===== src/rtl/s2mm_writer.sv =====
// rtl/s2mm_writer.sv - AXI-Stream to AXI4 burst writer with two ping-pong slots; optional macro S2MM_OVERLAP_EN
module s2mm_writer #(
  parameter int MM_ADDR_WIDTH = 32,
  parameter int DATA_WIDTH    = 32,
  parameter int BURST_LEN     = 16
) (
  input  logic                       SYS_aclk,
  input  logic                       SYS_reset,
  input  logic [DATA_WIDTH-1:0]      S_AXIS_tdata,
  input  logic                       S_AXIS_tvalid,
  output logic                       S_AXIS_tready,
  input  logic [MM_ADDR_WIDTH-1:0]   SM_write_buffer,
  output logic                       SM_reading,
  output logic                       SM_writing,
  output logic [MM_ADDR_WIDTH-1:0]   M_AXI_awaddr,
  output logic [7:0]                 M_AXI_awlen,
  output logic [2:0]                 M_AXI_awsize,
  output logic [1:0]                 M_AXI_awburst,
  output logic                       M_AXI_awvalid,
  input  logic                       M_AXI_awready,
  output logic [DATA_WIDTH-1:0]      M_AXI_wdata,
  output logic [DATA_WIDTH/8-1:0]    M_AXI_wstrb,
  output logic                       M_AXI_wlast,
  output logic                       M_AXI_wvalid,
  input  logic                       M_AXI_wready,
  input  logic [1:0]                 M_AXI_bresp,
  input  logic                       M_AXI_bvalid,
  output logic                       M_AXI_bready,
  output logic                       ERR_bresp
);
  localparam int CW = $clog2(BURST_LEN);
  localparam logic [CW-1:0] LAST_BEAT = CW'(BURST_LEN - 1);

  typedef enum logic [1:0] {IDLE, ADDR, DATA, RESP} state_t;
  state_t state_q, state_d;

  logic [DATA_WIDTH-1:0]    mem [2*BURST_LEN];
  logic [MM_ADDR_WIDTH-1:0] slot_addr [2];
  logic [1:0]               full_q;
  logic                     fill_sel, drain_sel;
  logic [CW-1:0]            fill_cnt, drain_cnt;
  logic                     err_q;
  logic                     fill_hs, fill_last, w_hs, b_hs, slot_ready;

  assign M_AXI_awlen   = 8'(BURST_LEN - 1);
  assign M_AXI_awsize  = 3'($clog2(DATA_WIDTH / 8));
  assign M_AXI_awburst = 2'b01;
  assign M_AXI_wstrb   = '1;

  assign S_AXIS_tready = ~full_q[fill_sel];
  assign fill_hs       = S_AXIS_tvalid & S_AXIS_tready;
  assign fill_last     = fill_hs & (fill_cnt == LAST_BEAT);
  assign w_hs          = M_AXI_wvalid & M_AXI_wready;
  assign b_hs          = M_AXI_bready & M_AXI_bvalid;
  assign SM_reading    = fill_hs;
  assign SM_writing    = w_hs;
  assign ERR_bresp     = err_q;

  // The last fill beat into the drain slot is forwarded so AW starts the cycle after it.
  assign slot_ready    = full_q[drain_sel] | (fill_last & (fill_sel == drain_sel));

  assign M_AXI_awaddr  = slot_addr[drain_sel];
  assign M_AXI_wdata   = M_AXI_wvalid ? mem[{drain_sel, drain_cnt}] : '0;
  assign M_AXI_wlast   = M_AXI_wvalid & (drain_cnt == LAST_BEAT);

  // Slot storage write port; contents need no reset since full flags gate every read.
  always_ff @(posedge SYS_aclk) begin
    if (fill_hs) mem[{fill_sel, fill_cnt}] <= S_AXIS_tdata;
  end

  // Fill side: beat counter, slot pointer and start address capture.
  always_ff @(posedge SYS_aclk) begin
    if (SYS_reset) begin
      fill_cnt     <= '0;
      fill_sel     <= 1'b0;
      slot_addr[0] <= '0;
      slot_addr[1] <= '0;
    end else if (fill_hs) begin
      fill_cnt <= fill_cnt + CW'(1);
      if (fill_cnt == '0) slot_addr[fill_sel] <= SM_write_buffer;
      if (fill_cnt == LAST_BEAT) fill_sel <= ~fill_sel;
    end
  end

  // Slot occupancy: set by the fill side, cleared by the write response.
  always_ff @(posedge SYS_aclk) begin
    if (SYS_reset) begin
      full_q <= 2'b00;
    end else begin
      if (fill_last) full_q[fill_sel] <= 1'b1;
      if (b_hs) full_q[drain_sel] <= 1'b0;
    end
  end

  // Drain side: beat counter, slot pointer and sticky response error.
  always_ff @(posedge SYS_aclk) begin
    if (SYS_reset) begin
      drain_cnt <= '0;
      drain_sel <= 1'b0;
      err_q     <= 1'b0;
    end else begin
      if (w_hs) drain_cnt <= drain_cnt + CW'(1);
      if (b_hs) begin
        drain_sel <= ~drain_sel;
        if (M_AXI_bresp != 2'b00) err_q <= 1'b1;
      end
    end
  end

`ifdef S2MM_OVERLAP_EN
  logic aw_done_q, w_done_q;

  // Remember which of the AW and W phases already finished during ADDR.
  always_ff @(posedge SYS_aclk) begin
    if (SYS_reset || state_q != ADDR) begin
      aw_done_q <= 1'b0;
      w_done_q  <= 1'b0;
    end else begin
      if (M_AXI_awvalid && M_AXI_awready) aw_done_q <= 1'b1;
      if (w_hs && M_AXI_wlast) w_done_q <= 1'b1;
    end
  end
`endif

  // Drain FSM state register.
  always_ff @(posedge SYS_aclk) begin
    if (SYS_reset) state_q <= IDLE;
    else           state_q <= state_d;
  end

  // Drain FSM next state and AXI valid/ready outputs.
  always_comb begin
    state_d       = state_q;
    M_AXI_awvalid = 1'b0;
    M_AXI_wvalid  = 1'b0;
    M_AXI_bready  = 1'b0;
    case (state_q)
      IDLE: if (slot_ready) state_d = ADDR;
`ifdef S2MM_OVERLAP_EN
      ADDR: begin
        M_AXI_awvalid = ~aw_done_q;
        M_AXI_wvalid  = ~w_done_q;
        if ((aw_done_q | M_AXI_awready) &&
            (w_done_q | (M_AXI_wready & (drain_cnt == LAST_BEAT))))
          state_d = RESP;
      end
`else
      ADDR: begin
        M_AXI_awvalid = 1'b1;
        if (M_AXI_awready) state_d = DATA;
      end
`endif
      DATA: begin
        M_AXI_wvalid = 1'b1;
        if (M_AXI_wready && drain_cnt == LAST_BEAT) state_d = RESP;
      end
      RESP: begin
        M_AXI_bready = 1'b1;
        if (M_AXI_bvalid) state_d = IDLE;
      end
      default: state_d = IDLE;
    endcase
  end

endmodule


===== config.mk =====
export PLATFORM = sky130hd
export DESIGN_NAME = s2mm_writer
export DESIGN_NICKNAME = d
export VERILOG_FILES = /design/src/rtl/s2mm_writer.sv
export SDC_FILE = /design/constraint.sdc
export NUM_CORES = 1
export LEC_CHECK = 0
export BUFFER_PORTS_ARGS = -buffer_cell sky130_fd_sc_hd__buf_2
export CELL_PAD_IN_SITES_DETAIL_PLACEMENT = 1
export CELL_PAD_IN_SITES_GLOBAL_PLACEMENT = 1
export CORE_MARGIN = 2
export CORE_UTILIZATION = 45
export DETAILED_ROUTE_END_ITERATION = 8
export GPL_TIMING_DRIVEN = 0
export PLACE_DENSITY_LB_ADDON = 0.1
export SETUP_SLACK_MARGIN = 0.2
export SLEW_MARGIN = 5
export SYNTH_ARGS = -nofsm -noshare
export SYNTH_HDL_FRONTEND = slang
export SYNTH_SLANG_ARGS = --single-unit

===== constraint.sdc =====
create_clock -name SYS_aclk -period 3.5 [get_ports SYS_aclk]
set_input_delay 0.525 -clock SYS_aclk [delete_from_list [all_inputs] [get_ports SYS_aclk]]
set_output_delay 0.525 -clock SYS_aclk [all_outputs]
set_load 0.05 [all_outputs]

==> summary.txt <==
Run status
  • Status: finished, violations left
  • Violated checks: setup timing

GRT
  • Largest net degree at the start of global routing: 33
  • Initial antenna violation count: 1
  • First-pass GRT wire length: 166000 µm
  • Grt ovf: 0
  • Number of global-route vias before repair: around 23000
  • Tot GR Track Use: a little under a quarter

Clocking
  • CTS root buffer: clkbuf_16
  • Clock buffer depth: 3
  • Sink Count: about 1100
  • H-tree depth: 3
  • Cts bufs inserted: approximately 120
  • Worst-Skew Late Latency: 700 ps
  • Hold buffers post-CTS: 0
  • Worst-path clk slew: 60 ps
  • TritonCTS clock tree: built

Die
  • Die Width: approximately 310 µm
  • Core Area: between 0.09 and 0.1 mm²
  • Die H: between 300 and 400 µm
  • Cell Rows: 112
  • Initial Utilization: 45.5%
  • IO Count: about 160
  • Die ar.: a little under 0.1 mm²

Synthesis
  • Post-synthesis adder-cell area fraction: 0.264%
  • Post-synth EDFFs: 1088
  • Synth cell types: 48
  • Most common cell in the netlist: edfxtp_1
  • Largest family of logic cells by synthesized area: multiplexers
  • XOR/XNOR Fraction of Synth Area: less than 1%
  • Post-synthesis mux area share: between 10% and 20%
  • Synth Area in Compound Gates: around 4.2%
  • YS warnings: 0
  • Seq cells post-synth: approximately 1100
  • Syn_area_per_cell: roughly 21 µm²
  • Post-synth top area cell: edfxtp_1
  • Cells after Synth: roughly 2000
  • Synth top area share: 76.6%
  • Async set or reset register ratio after synthesis: 0%
  • Simple-Gate Fraction of Synth Area: under 10%
  • Main area contributors after synthesis: edfxtp_1, mux4_2, mux2i_1, and2_1, mux2_2
  • Top cells by count, synth: edfxtp_1, mux4_2, mux2i_1, and2_1, clkbuf_1
  • Register area share after synthesis: 77.4%
  • Synth Cell Area: ~0.043 mm²
  • Top_reg_cell synth: edfxtp_1

Final layout
  • Util after Layout: a little under three fifths
  • Post-route cell area: roughly 0.052 mm²
  • Filler cells: approximately 8000
  • Final net count: around 2400
  • Layout cells sized above 1: between 30 and 40%
  • Area grow syn2layout: 22.8%
  • Sequential standard cell area: between 0.03 and 0.04 mm²
  • Area of the multi-input gates: between 0.01 and 0.015 mm²

Drt
  • Initial DRC Count: 2076
  • Routed length per instance: 31.1 µm
  • Via density: just under 6
  • ANT nets after route: 0
  • Pre-antenna DRT Iters: 5
  • DR vias: ~22000
  • Routed WL: around 120000 µm
  • DRC Markers: 0

Critical path
  • Critical Path AT: roughly 3100 ps
  • Cell repeated most along the worst path: buf_12
  • Worst EP required: about 3000 ps
  • RR Startpoint: fill_sel
  • CP Max Fanout: 5
  • Critical path's largest stage delay: 500 ps
  • Critical path cell sequence: buf_12 -> buf_16 -> buf_12 -> mux4_2 -> a22o_1 -> a2111oi_4 -> a211oi_2 -> buf_6
  • Critical path buffers and inverters: 4
  • Worst r2r dst: mem[6][22]
  • Critical path type: reg -> out
  • Critical path depth in cells: 8
  • R2R depth: 6
  • Critical path's slowest cell: mux4_2
  • Top delay family on crit path: compound AO/OA/AOI/OAI gates
  • Worst setup SP type: flop
  • Worst Setup End Kind: output port
  • R2r setup slk: 380 ps

Worst hold path
  • Hold EP: slot_addr[0][11]
  • Worst hold start: SM_write_buffer[11]
  • Type of the most critical hold path: in -> reg
  • Hold Path Depth: 2

Pwr
  • Power Internal: between 20 and 25 mW
  • VDD IR-drop max: around 0.4 mV
  • Pwr Total: about 28 mW
  • Leakage power: 16.4 nW
  • Combinational Power Share: 2.9%
  • Switching share of total power: between 20% and 30%
  • Power per Cell Area: 535 mW/mm²
  • Clock power share: 44.7%
  • Reg power frac: between 50% and 60%
  • Net switching power: approximately 5.7 mW

STA
  • Clk_skew: ~14 ps
  • Rel. slew slack: about two fifths
  • Final worst slack: -84.0 ps
  • Final period util: 102%
  • Tmin final: about 3600 ps
  • RSZ-0062 raised after global routing: true
  • Final setup fails: 14
  • Worst slew pin tran: ~900 ps
  • Max Slew Vio Count: 0
  • Fin. Hold Viols: 0
  • Max frequency: between 0.2 and 0.3 GHz

Place
  • GP Congestion: roughly 0.76
  • Port Buf Inserts: approximately 140
  • DP HPWL: ~74000 µm
  • Placed Area: about 0.046 mm²

Flow run
  • Max_cap viols: 0
-- layout by cell type, fill, tap and decap left out, drive strengths merged, types with 6 or more instances in the layout --
cell / synthesis / final
edfxtp: 1088 / 1088
buf: 77 / 290
clkbuf: 61 / 200
mux4: 193 / 193
mux2i: 132 / 132
and2: 66 / 66
clkinv: 0 / 56
nor2: 47 / 47
a21oi: 35 / 35
mux2: 32 / 32
a2111oi: 32 / 32
o22ai: 32 / 32
a22o: 31 / 31
a211oi: 31 / 31
o221ai: 31 / 31
a22oi: 31 / 31
conb: 2 / 17
bufinv: 0 / 16
dfxtp: 16 / 16
inv: 9 / 11
ha: 9 / 9
nand3: 8 / 8
nand2: 6 / 6
-- cells by family (layout without fill, tap and decap cells) --
group | Yosys count | in the layout
AOI/OAI and AO/OA | 233 | 233
adders and majority gates | 9 | 9
buffers and inverters | 147 | 578
other | 2 | 18
muxes | 357 | 357
DFF | 1104 | 1104
and+or+nand+nor | 151 | 151
xor gates and xnor gates | 8 | 8
-- worst max path at each step --
stage,from,endpoint,slack [ps]
floorplan,fill_sel,mem[5][0],-130
global placement,fill_sel,mem[7][14],-1780
detailed placement,drain_cnt[2],M_AXI_wdata[29],-780
CTS,drain_cnt[0],M_AXI_wdata[7],-130
global route,drain_cnt[0],M_AXI_wdata[31],-120
finish,drain_cnt[0],M_AXI_wdata[31],-80
-- metrics by stage --
step                      hold WS (ps)  setup TNS, ps  std cells  setup slack [ps]
final                              127           -318       3712             -84.0
after global routing               107          -2240       3711              -125
after global placement             436        -709580       3423             -1780
after CTS                         81.6          -2190       3690              -134
after floorplan                    481         -63800       2026              -128
after detailed placement           456         -17250       3455              -783
-- power groups by stage --
stage / Combinational [mW] / Clock, mW / Sequential, mW
2_1_floorplan: 0.390 / 0 / 15.0
4_1_cts: 0.817 / 12.7 / 14.7
3_3_place_gp: 0.703 / 0 / 15.0
6_report: 0.802 / 12.5 / 14.7
5_1_grt: 0.854 / 13.1 / 14.7
3_5_place_dp: 0.758 / 0 / 15.0
-- sequential cells by signal, summed over array words and instances, names as in the netlist, named ones only --
signal     cells
mem         1024
slot_addr     64
drain_cnt      4
fill_cnt       4
full_q         2
state_q        2
ERR_bresp      1
drain_sel      1
fill_sel       1
-- final cells by class --
type	count	share of cell area (%)
Sequential cell	1104	63.0
Multi-Input combinational cell	775	19.6
Clock buffer	138	5.82
Timing Repair Buffer	214	4.18
Tap cell	1254	3.00
Buffer	138	2.73
Clock inverter	79	1.55
Inverter	9	0.0717
Antenna cell	1	0.00478
-- per-layer routing --
layer	part of all wire, %	up-vias	track usage, %
met4	2.3	0	6.26
met3	5.7	176	3.82
met1	44	11800	34.1
met2	48	732	37.9
li1	-	9104	-
met5	0	-	0
-- repair_timing --
item / CTS / global route
setup buffers: 15 / 16
cloned: 3 / 5
gates resized for setup: 404 / 91
pin swaps: 51 / 47
endpoints found under the setup margin: 53 / 91
Note: power is estimated with default switching activity, not from simulation.
